[src/rtl/set_mode_ctrl.sv]
// Set-mode controller: turns Mode/Adv buttons into set-level and advance-pulse controls.
// Optional macro SET_MODE_CTRL_AUTO_REPEAT_EN enables Adv auto-repeat while held.
module set_mode_ctrl #(
  parameter int HOLD_DLY = 4,
  parameter int REP_PER  = 2,
  parameter int TMO      = 30
) (
  input  logic       clk,
  input  logic       rst,
  input  logic       mode_btn,
  input  logic       adv_btn,
  output logic       Timeset,
  output logic       Alarmset,
  output logic       Minadv,
  output logic       Hrsadv,
  output logic       Dayadv,
  output logic       Dateadv,
  output logic       Monthadv,
  output logic [2:0] mode_state
);

  localparam int IW = $clog2(TMO) + 1;
  localparam bit CFG_OK = (HOLD_DLY >= 2) && (REP_PER >= 1) && (TMO >= 2);

  typedef enum logic [2:0] {
    RUN       = 3'd0,
    SET_MIN   = 3'd1,
    SET_HRS   = 3'd2,
    SET_DAY   = 3'd3,
    SET_DATE  = 3'd4,
    SET_MONTH = 3'd5,
    ALM_MIN   = 3'd6,
    ALM_HRS   = 3'd7
  } state_t;

  state_t          state_q, state_d;
  logic            mode_prev_q, adv_prev_q;
  logic [IW-1:0]   idle_q, idle_d;
  logic            timeset_q, timeset_d;
  logic            alarmset_q, alarmset_d;
  logic [4:0]      advp_q, advp_d;   // {month, date, day, hrs, min}

  logic            mode_edge_s, adv_edge_s, set_state_s, state_chg_s, fire_s;

`ifdef SET_MODE_CTRL_AUTO_REPEAT_EN
  localparam int HW = $clog2(HOLD_DLY) + 1;
  localparam int RW = $clog2(REP_PER) + 1;
  logic [HW-1:0]   hold_q, hold_d;
  logic [RW-1:0]   rep_q, rep_d;
`endif

  always_comb begin
    mode_edge_s = mode_btn & ~mode_prev_q;
    adv_edge_s  = adv_btn & ~adv_prev_q;
    set_state_s = (state_q != RUN);
    state_d     = state_q;
    idle_d      = idle_q;

    if (mode_edge_s || adv_edge_s || adv_btn) begin
      idle_d = '0;
    end else if (set_state_s) begin
      if (idle_q >= IW'(TMO - 1)) begin
        idle_d = '0;
      end else begin
        idle_d = idle_q + 1'b1;
      end
    end else begin
      idle_d = '0;
    end

    if (mode_edge_s) begin
      state_d = state_t'(state_q + 3'd1);
    end else if (set_state_s && !adv_btn && (idle_q >= IW'(TMO - 1))) begin
      state_d = RUN;
    end else begin
      state_d = state_q;
    end

    state_chg_s = (state_d != state_q);
    fire_s      = 1'b0;

`ifdef SET_MODE_CTRL_AUTO_REPEAT_EN
    hold_d = hold_q;
    rep_d  = rep_q;
    // hold_q != 0 marks an accepted press still held in the state it was taken in
    if (!adv_btn || state_chg_s) begin
      hold_d = '0;
      rep_d  = '0;
    end else if (adv_edge_s && set_state_s) begin
      hold_d = HW'(1);
      rep_d  = '0;
      fire_s = 1'b1;
    end else if (hold_q != '0) begin
      if (hold_q < HW'(HOLD_DLY)) begin
        hold_d = hold_q + 1'b1;
      end else if ((rep_q == '0) || (rep_q >= RW'(REP_PER))) begin
        fire_s = 1'b1;
        rep_d  = RW'(1);
      end else begin
        rep_d = rep_q + 1'b1;
      end
    end else begin
      hold_d = '0;
      rep_d  = '0;
    end
`else
    if (adv_edge_s && set_state_s && !state_chg_s) begin
      fire_s = 1'b1;
    end else begin
      fire_s = 1'b0;
    end
`endif

    timeset_d  = (state_d >= SET_MIN) && (state_d <= SET_MONTH);
    alarmset_d = (state_d >= ALM_MIN);

    advp_d = 5'b00000;
    if (fire_s && CFG_OK) begin
      case (state_q)
        SET_MIN, ALM_MIN: advp_d = 5'b00001;
        SET_HRS, ALM_HRS: advp_d = 5'b00010;
        SET_DAY:          advp_d = 5'b00100;
        SET_DATE:         advp_d = 5'b01000;
        SET_MONTH:        advp_d = 5'b10000;
        default:          advp_d = 5'b00000;
      endcase
    end else begin
      advp_d = 5'b00000;
    end
  end

  // Buttons held through reset must be released before they count as edges.
  always_ff @(posedge clk) begin
    if (rst) begin
      state_q     <= RUN;
      mode_prev_q <= 1'b1;
      adv_prev_q  <= 1'b1;
      idle_q      <= '0;
      timeset_q   <= 1'b0;
      alarmset_q  <= 1'b0;
      advp_q      <= 5'b00000;
    end else begin
      state_q     <= state_d;
      mode_prev_q <= mode_btn;
      adv_prev_q  <= adv_btn;
      idle_q      <= idle_d;
      timeset_q   <= timeset_d;
      alarmset_q  <= alarmset_d;
      advp_q      <= advp_d;
    end
  end

`ifdef SET_MODE_CTRL_AUTO_REPEAT_EN
  always_ff @(posedge clk) begin
    if (rst) begin
      hold_q <= '0;
      rep_q  <= '0;
    end else begin
      hold_q <= hold_d;
      rep_q  <= rep_d;
    end
  end
`endif

  assign mode_state = state_q;
  assign Timeset    = timeset_q;
  assign Alarmset   = alarmset_q;
  assign Minadv     = advp_q[0];
  assign Hrsadv     = advp_q[1];
  assign Dayadv     = advp_q[2];
  assign Dateadv    = advp_q[3];
  assign Monthadv   = advp_q[4];

endmodule

[config.mk]
export PLATFORM = sky130hd
export DESIGN_NAME = set_mode_ctrl
export DESIGN_NICKNAME = d
export VERILOG_FILES = /design/src/rtl/set_mode_ctrl.sv
export SDC_FILE = /design/constraint.sdc
export NUM_CORES = 1
export LEC_CHECK = 0
export CAP_MARGIN = 20
export CORE_MARGIN = 3
export CORE_UTILIZATION = 54
export CTS_CLUSTER_SIZE = 40
export DETAILED_ROUTE_END_ITERATION = 8
export GPL_TIMING_DRIVEN = 0
export PLACE_DENSITY = 0.81
export SETUP_SLACK_MARGIN = 0.3
export SYNTH_ARGS = -nofsm -noshare
export SYNTH_HDL_FRONTEND = slang
export SYNTH_SLANG_ARGS = --single-unit
[constraint.sdc]
create_clock -name clk -period 4.1 [get_ports clk]
set_input_delay 0.41 -clock clk [delete_from_list [all_inputs] [get_ports clk]]
set_output_delay 0.41 -clock clk [all_outputs]
set_load 0.03 [all_outputs]
==> results.cfg, run 1 <==
[placement]
dp_hpwl_mm = 1.132
place.gp.congestion = 0.7789
io_buffers = 13
placed_area_sq_um = 1011
dp.cells = 117

[sta]
finalHoldViolCount = 0
max_freq_ghz = 0.5292
period_share_pct = 46.09
whs_ns = 0.4848
setup_viol = 0
fin_crit_ns = 1.890
slew_headroom_pct = 60.96
tns_ns = 0
finalMaxSlewViolations = 0
rsz0062_at_grt = no
clock_skew_ns = 0.004555
tightest_slew_ns = 0.5709

[grt]
grt_pass1_vias = 635
grt-ovfl-total = 0
antenna_found_initial = 0
grt_max_degree = 11
grt_pass1_wl_mm = 2.691
gr-usage-all-layers_pct = 17.64

[synth]
syn_nets = 101
synth_mux_area_share_pct = 3.483
synth_cell_types = 35
synth_area_leaders = dfxtp_1, ha_1, nor2_1
netlist_area_sq_um = 862.1
synthArstFlopShare_pct = 0
avgSynthCellArea_sq_um = 9.686
synth-edff-count = 0
yosys_warnings = 0
synth-compound-area-share_pct = 10.74
synth_top_family_by_area = simple AND/OR/NAND/NOR gates
yosys.area_share.simple_pct = 23.51
yosys.area_share.adder_pct = 11.61
ys_seq_area_share_pct = 41.80
yosys.area.top_type_share_pct = 41.80
synth_area_leader_cell = dfxtp_1
ys.flop_type = dfxtp_1
synth-seq-cells = 18
synth_cells = 89
synth_xor_area_share_pct = 3.048

[layout]
finalNonFillerCells = 121
layout-drive-gt1-share_pct = 13.21
final_common_cell = dfxtp_1
finalNetCount = 119
final_cell_mix = dfxtp_1, clkdlybuf4s50_1, nor2_1
n_fill_cell = 98
multi_input_area_sq_um = 451.7
areaGrowthSynthToFinish_pct = 21.48
regArea_sq_um = 360.3
postLayoutCellArea_sq_um = 1047
diodes = 0

[routing]
firstDrtPassIters = 4
antenna_left = 0
drc = 0
via_per_inst = 5.446
drt-total-wl_mm = 1.518
vias = 659
drt_iter0_markers = 14
wl_per_cell_um = 12.55

[cts]
cts.sinks = 18
ctsResizeCount = 0
cts_tree = yes
cts_hold_buffers = 0
cts_buffers = 3
clock_path_buffers = 2
ctsHtreeMaxLevel = 1
ctsRootBufferMaster = clkbuf_4
cts_setup_buffers = 0
clk_pin_slew_worst_paths_ns = 0.10
clk_latency_ns = 0.30

[setup_path]
cp_slowest_cell = a2111oi_0
r2r_slack_ns = 2.21
path_class = flip-flop to flip-flop
cp-start-kind = flip-flop
cp.required_ns = 4.34
critPathArrivalTime_ns = 2.13
slowest_delay_ns = 0.56
worstPathMaxFanout = 5
cp_cell_sequence = inv_1 -> ha_1 -> and2b_2 -> a2111oi_0 -> o31a_2 -> o2bb2ai_2
end_kind = flip-flop

[power_and_ir_drop]
leakage_nw = 0.4124
seq_power_share_pct = 57.2
power_density_nw_per_um2 = 299.0
ir_drop_uv = 224.0
internal_power_w = 0.0002426
pwr-share-comb_pct = 7.7
p_sw_w = 0.00007055
pwr-share-clk_pct = 35.1
swShare_pct = 22.53

[die]
core.rowCount = 13
start_util_pct = 61.63
core_sq_um = 1399
fp.dieW_um = 45.96
die_height_um = 45.96
num_io_pins = 14
die-area_sq_um = 2112

[run]
maxCapViolCount = 0

[status]
status = completed

[worst_hold_path]
hp-class = flip-flop to flip-flop
## cells in the mapped netlist, types with 2 or more instances
cell type  count
and3_1         2
dfxtp_1       18
ha_1           8
inv_1          9
mux2i_1        3
nand2_1        3
nand2b_1       2
nand3_1        3
nor2_1        10
nor2_2         2
nor2b_1        2
nor3_1         2
or3_1          2
xor2_1         2
## cell type report
class | instances | share of cell area (%)
inverters | 9 | 3.226
repair buffers | 13 | 12.43
plain buffers | 2 | 1.553
clock buffers | 4 | 3.465
multi-input cells | 60 | 43.13
well taps | 15 | 1.792
flip-flops and latches | 18 | 34.41
## power by group through the flow
stage,logic [W],registers [W],clock network [W]
floorplan,0.0000121,0.000185,0
global placement,0.0000232,0.000183,0
detailed placement,0.0000236,0.000183,0
CTS,0.0000239,0.000179,0.000111
global route,0.0000265,0.000180,0.000119
finish,0.0000241,0.000179,0.000110
## worst max-delay path, delay by kind of cell (launching register included)
family	cells	cell delay, ns
AO/OA/AOI/OAI	3	0.91
adder cells (fa/ha/maj)	1	0.21
buffers and inverters	1	0.10
flip-flops	1	0.40
AND/OR/NAND/NOR	1	0.22
## cell families after synthesis
| logic type | count (synthesis) |
|---|---|
| fa+ha+maj | 8 |
| simple gates | 35 |
| compound gates | 11 |
| mux | 3 |
| flops | 18 |
| xor+xnor | 3 |
| buf+inv | 11 |
## state kept, by name, summed over array words and instances, names as in the netlist
signal	flops
Alarmset	1
Timeset	1
adv_prev_q	1
advp_q	5
idle_q	6
mode_prev_q	1
mode_state	3
## routing by layer
metal,track usage [%],vias up,share of wire [%]
met5,0,-,0
met4,8.523,0,1.9
met3,2.372,4,6.1
met2,28.02,23,42
met1,23.15,296,50
li1,-,336,-
## path summary, 6_finish.rpt
kind | startpoint | end | cells after the start
max | idle_q[0] | Timeset | 6
min | idle_q[0] | idle_q[0] | 1
max reg2reg | idle_q[0] | Timeset | 6
min reg2reg | idle_q[0] | idle_q[0] | 1
## metrics by stage
step	power, W	setup WS, ns	utilization (%)
finish	0.0003131	2.210	74.87
global route	0.0003249	1.995	74.87
CTS	0.0003141	2.214	74.87
detailed placement	0.0002066	2.125	72.27
global placement	0.0002060	2.129	72.27
floorplan	0.0001973	2.193	-
(Power assumes the default switching activity.)
==> inputs of run 2 (changes only) <==
--- a/config.mk
+++ b/config.mk
@@ -7,11 +7,11 @@
 export LEC_CHECK = 0
 export CAP_MARGIN = 20
 export CORE_MARGIN = 3
-export CORE_UTILIZATION = 54
+export CORE_UTILIZATION = 45
 export CTS_CLUSTER_SIZE = 40
 export DETAILED_ROUTE_END_ITERATION = 8
 export GPL_TIMING_DRIVEN = 0
-export PLACE_DENSITY = 0.81
+export PLACE_DENSITY = 0.72
 export SETUP_SLACK_MARGIN = 0.3
 export SYNTH_ARGS = -nofsm -noshare
 export SYNTH_HDL_FRONTEND = slang
==> constraint.sdc (replaced) <==
create_clock -name clk -period 1.68 [get_ports clk]
set_input_delay 0.168 -clock clk [delete_from_list [all_inputs] [get_ports clk]]
set_output_delay 0.168 -clock clk [all_outputs]
set_load 0.03 [all_outputs]
==> run 2 against run 1 <==
Effect of this change: the flow now finishes with violations (negative setup slack); setup slack got worse by 2.2 ns; register-to-register slack got worse by 2.2 ns; wire length up 31%; via count up 15%; largest cell class unchanged.
==> results.cfg, run 2 (synthesis gave the netlist of run 1 again) <==
[placement]
place.gp.congestion = 0.8002
placed_area_sq_um = 1036
io_buffers = 13
dp_hpwl_mm = 1.112
dp.cells = 127

[die]
start_util_pct = 48.87
die-area_sq_um = 2477
die_height_um = 49.77
num_io_pins = 14
core_sq_um = 1764
fp.dieW_um = 49.77
core.rowCount = 15

[setup_path]
path_class = flip-flop to flip-flop
end_kind = flip-flop
critPathArrivalTime_ns = 1.91
worstPathMaxFanout = 6
worstSetupStartpoint = idle_q[0]
path_buf_inv = 1
r2r.worst_path.cells = 6
slowest_delay_ns = 0.49
cp.required_ns = 1.90
cp-start-kind = flip-flop
cp_slowest_cell = or4_4
cp_cell_sequence = ha_2 -> and2b_2 -> o21ai_1 -> or4_4 -> buf_6 -> nor4_4
r2r_slack_ns = -0.01
worstReg2RegStart = idle_q[0]
cp.depth = 6
crit_family = simple AND/OR/NAND/NOR gates

[power_and_ir_drop]
swShare_pct = 23.72
pwr-share-comb_pct = 10.6
seq_power_share_pct = 55.1
ir_drop_uv = 435.7
p_total_w = 0.0007871
power_density_nw_per_um2 = 616.7
pwr-share-clk_pct = 34.3
internal_power_w = 0.0006004
leakage_nw = 0.5418
p_sw_w = 0.0001867

[cts]
cts_buffers = 3
cts.sinks = 18
ctsRootBufferMaster = clkbuf_4
clock_path_buffers = 2
clk_latency_ns = 0.30
ctsHtreeMaxLevel = 1
cts_tree = yes
clk_pin_slew_worst_paths_ns = 0.11

[sta]
period_share_pct = 100.7
slew_headroom_pct = 74.86
finalHoldViolCount = 0
finalMaxSlewViolations = 0
tightest_slew_ns = 0.3754
timing.final.ws_setup_ns = -0.01258
fin_crit_ns = 1.693
max_freq_ghz = 0.5908
setup_viol = 1
rsz0062_at_grt = yes
whs_ns = 0.5045
clock_skew_ns = 0.004013

[status]
status = complete, but fails checks
failed_checks = negative setup slack

[routing]
drt-total-wl_mm = 1.983
drc = 0
vias = 758
drt_iter0_markers = 12
firstDrtPassIters = 4
wl_per_cell_um = 13.77
via_per_inst = 5.264
antenna_left = 0

[grt]
global_route.usage.met2_pct = 25.33
met1_usage_pct = 19.25
grt_pass1_wl_mm = 2.980
met3_usage_pct = 3.021
grt-ovfl-total = 0
grt_pass1_vias = 706
grt_max_degree = 11
gr-usage-all-layers_pct = 15.90
antenna_found_initial = 0
gr-max-usage-layer = met2

[layout]
regMostFlops = idle_q
diodes = 0
areaGrowthSynthToFinish_pct = 48.04
finalNetCount = 132
final_util_pct = 72.34
postLayoutCellArea_sq_um = 1276
final_common_cell = dfxtp_1
largest_reg_flops = 6
finalNonFillerCells = 144
layout-drive-gt1-share_pct = 42.86
final_cell_mix = dfxtp_1, buf_4, dlygate4sd2_1

[run]
maxCapViolCount = 0

[worst_hold_path]
hp-class = flip-flop to flip-flop
hp-start = idle_q[0]
whs_path_depth = 2
[run 2: changes by cell type in the layout (fill, tap and decap cells not counted), moves of 3 or more]
cell / previous run / this run
dfxtp_1: 18 / 13
inv_2: 0 / 3
nor2_1: 10 / 7
inv_1: 9 / 4
buf_4: 0 / 10
dlygate4sd2_1: 0 / 9
clkdlybuf4s50_1: 13 / 3
buf_6: 1 / 4
dfxtp_4: 0 / 3
[run 2: cell type report]
type | instances | area (sq um)
clock buffers | 4 | 36.28
repair buffers | 26 | 227.7
fillers | 131 | 488.0
multi-input cells | 60 | 549.3
flip-flops and latches | 18 | 374.1
well taps | 25 | 31.28
inverters | 9 | 38.79
plain buffers | 2 | 18.77
[run 2: worst paths after layout]
check         endpoint
max          idle_q[5]
min          idle_q[5]
max reg2reg  idle_q[5]
min reg2reg  idle_q[5]
[run 2: power groups by stage]
stage               clock network (W)   logic, W  registers [W]
finish                       0.000270  0.0000838       0.000433
global placement                    0  0.0000575       0.000445
CTS                          0.000277  0.0000612       0.000433
detailed placement                  0  0.0000578       0.000445
floorplan                           0  0.0000298       0.000450
global route                 0.000293  0.0000904       0.000435
[run 2: per-layer routing]
| layer | wire [um] | up-vias | part of all wire, % |
|---|---|---|---|
| li1 | - | 365 | - |
| met1 | 847 | 361 | 43 |
| met2 | 955 | 21 | 48 |
| met3 | 73 | 11 | 3.7 |
| met4 | 106 | 0 | 5.3 |
| met5 | 0 | - | 0 |
[run 2: per-stage QoR]
stage | setup WS, ns | TNS, ns
2_1_floorplan | 0.05978 | 0
3_3_place_gp | -0.1741 | -0.9589
6_report | -0.01258 | -0.01258
3_5_place_dp | -0.1742 | -0.9360
4_1_cts | -0.01713 | -0.02876
5_1_grt | -0.08693 | -0.2600
[run 2: timing repair]
action | 4_1_cts | 5_1_grt
setup buffers | 11 | 2
cloned | 0 | 0
pin swaps | 6 | 6
endpoints found under the setup margin | 21 | 16
hold buffers | 0 | 0
gates resized for setup | 18 | 22
[run 2: tightest hold or removal path: stages (launching register included)]
cell,delay [ns]
dfxtp_4,0.37
inv_4,0.06
nor4_4,0.04
==> inputs of run 3 (changes only) <==
--- a/config.mk
+++ b/config.mk
@@ -8,7 +8,8 @@
 export CAP_MARGIN = 20
 export CORE_MARGIN = 3
 export CORE_UTILIZATION = 45
-export CTS_CLUSTER_SIZE = 40
+export CTS_CLUSTER_DIAMETER = 120
+export CTS_CLUSTER_SIZE = 30
 export DETAILED_ROUTE_END_ITERATION = 8
 export GPL_TIMING_DRIVEN = 0
 export PLACE_DENSITY = 0.72
==> results of run 3 <==
Same layout as run 2: the final DEF is identical, and so are final timing and power.
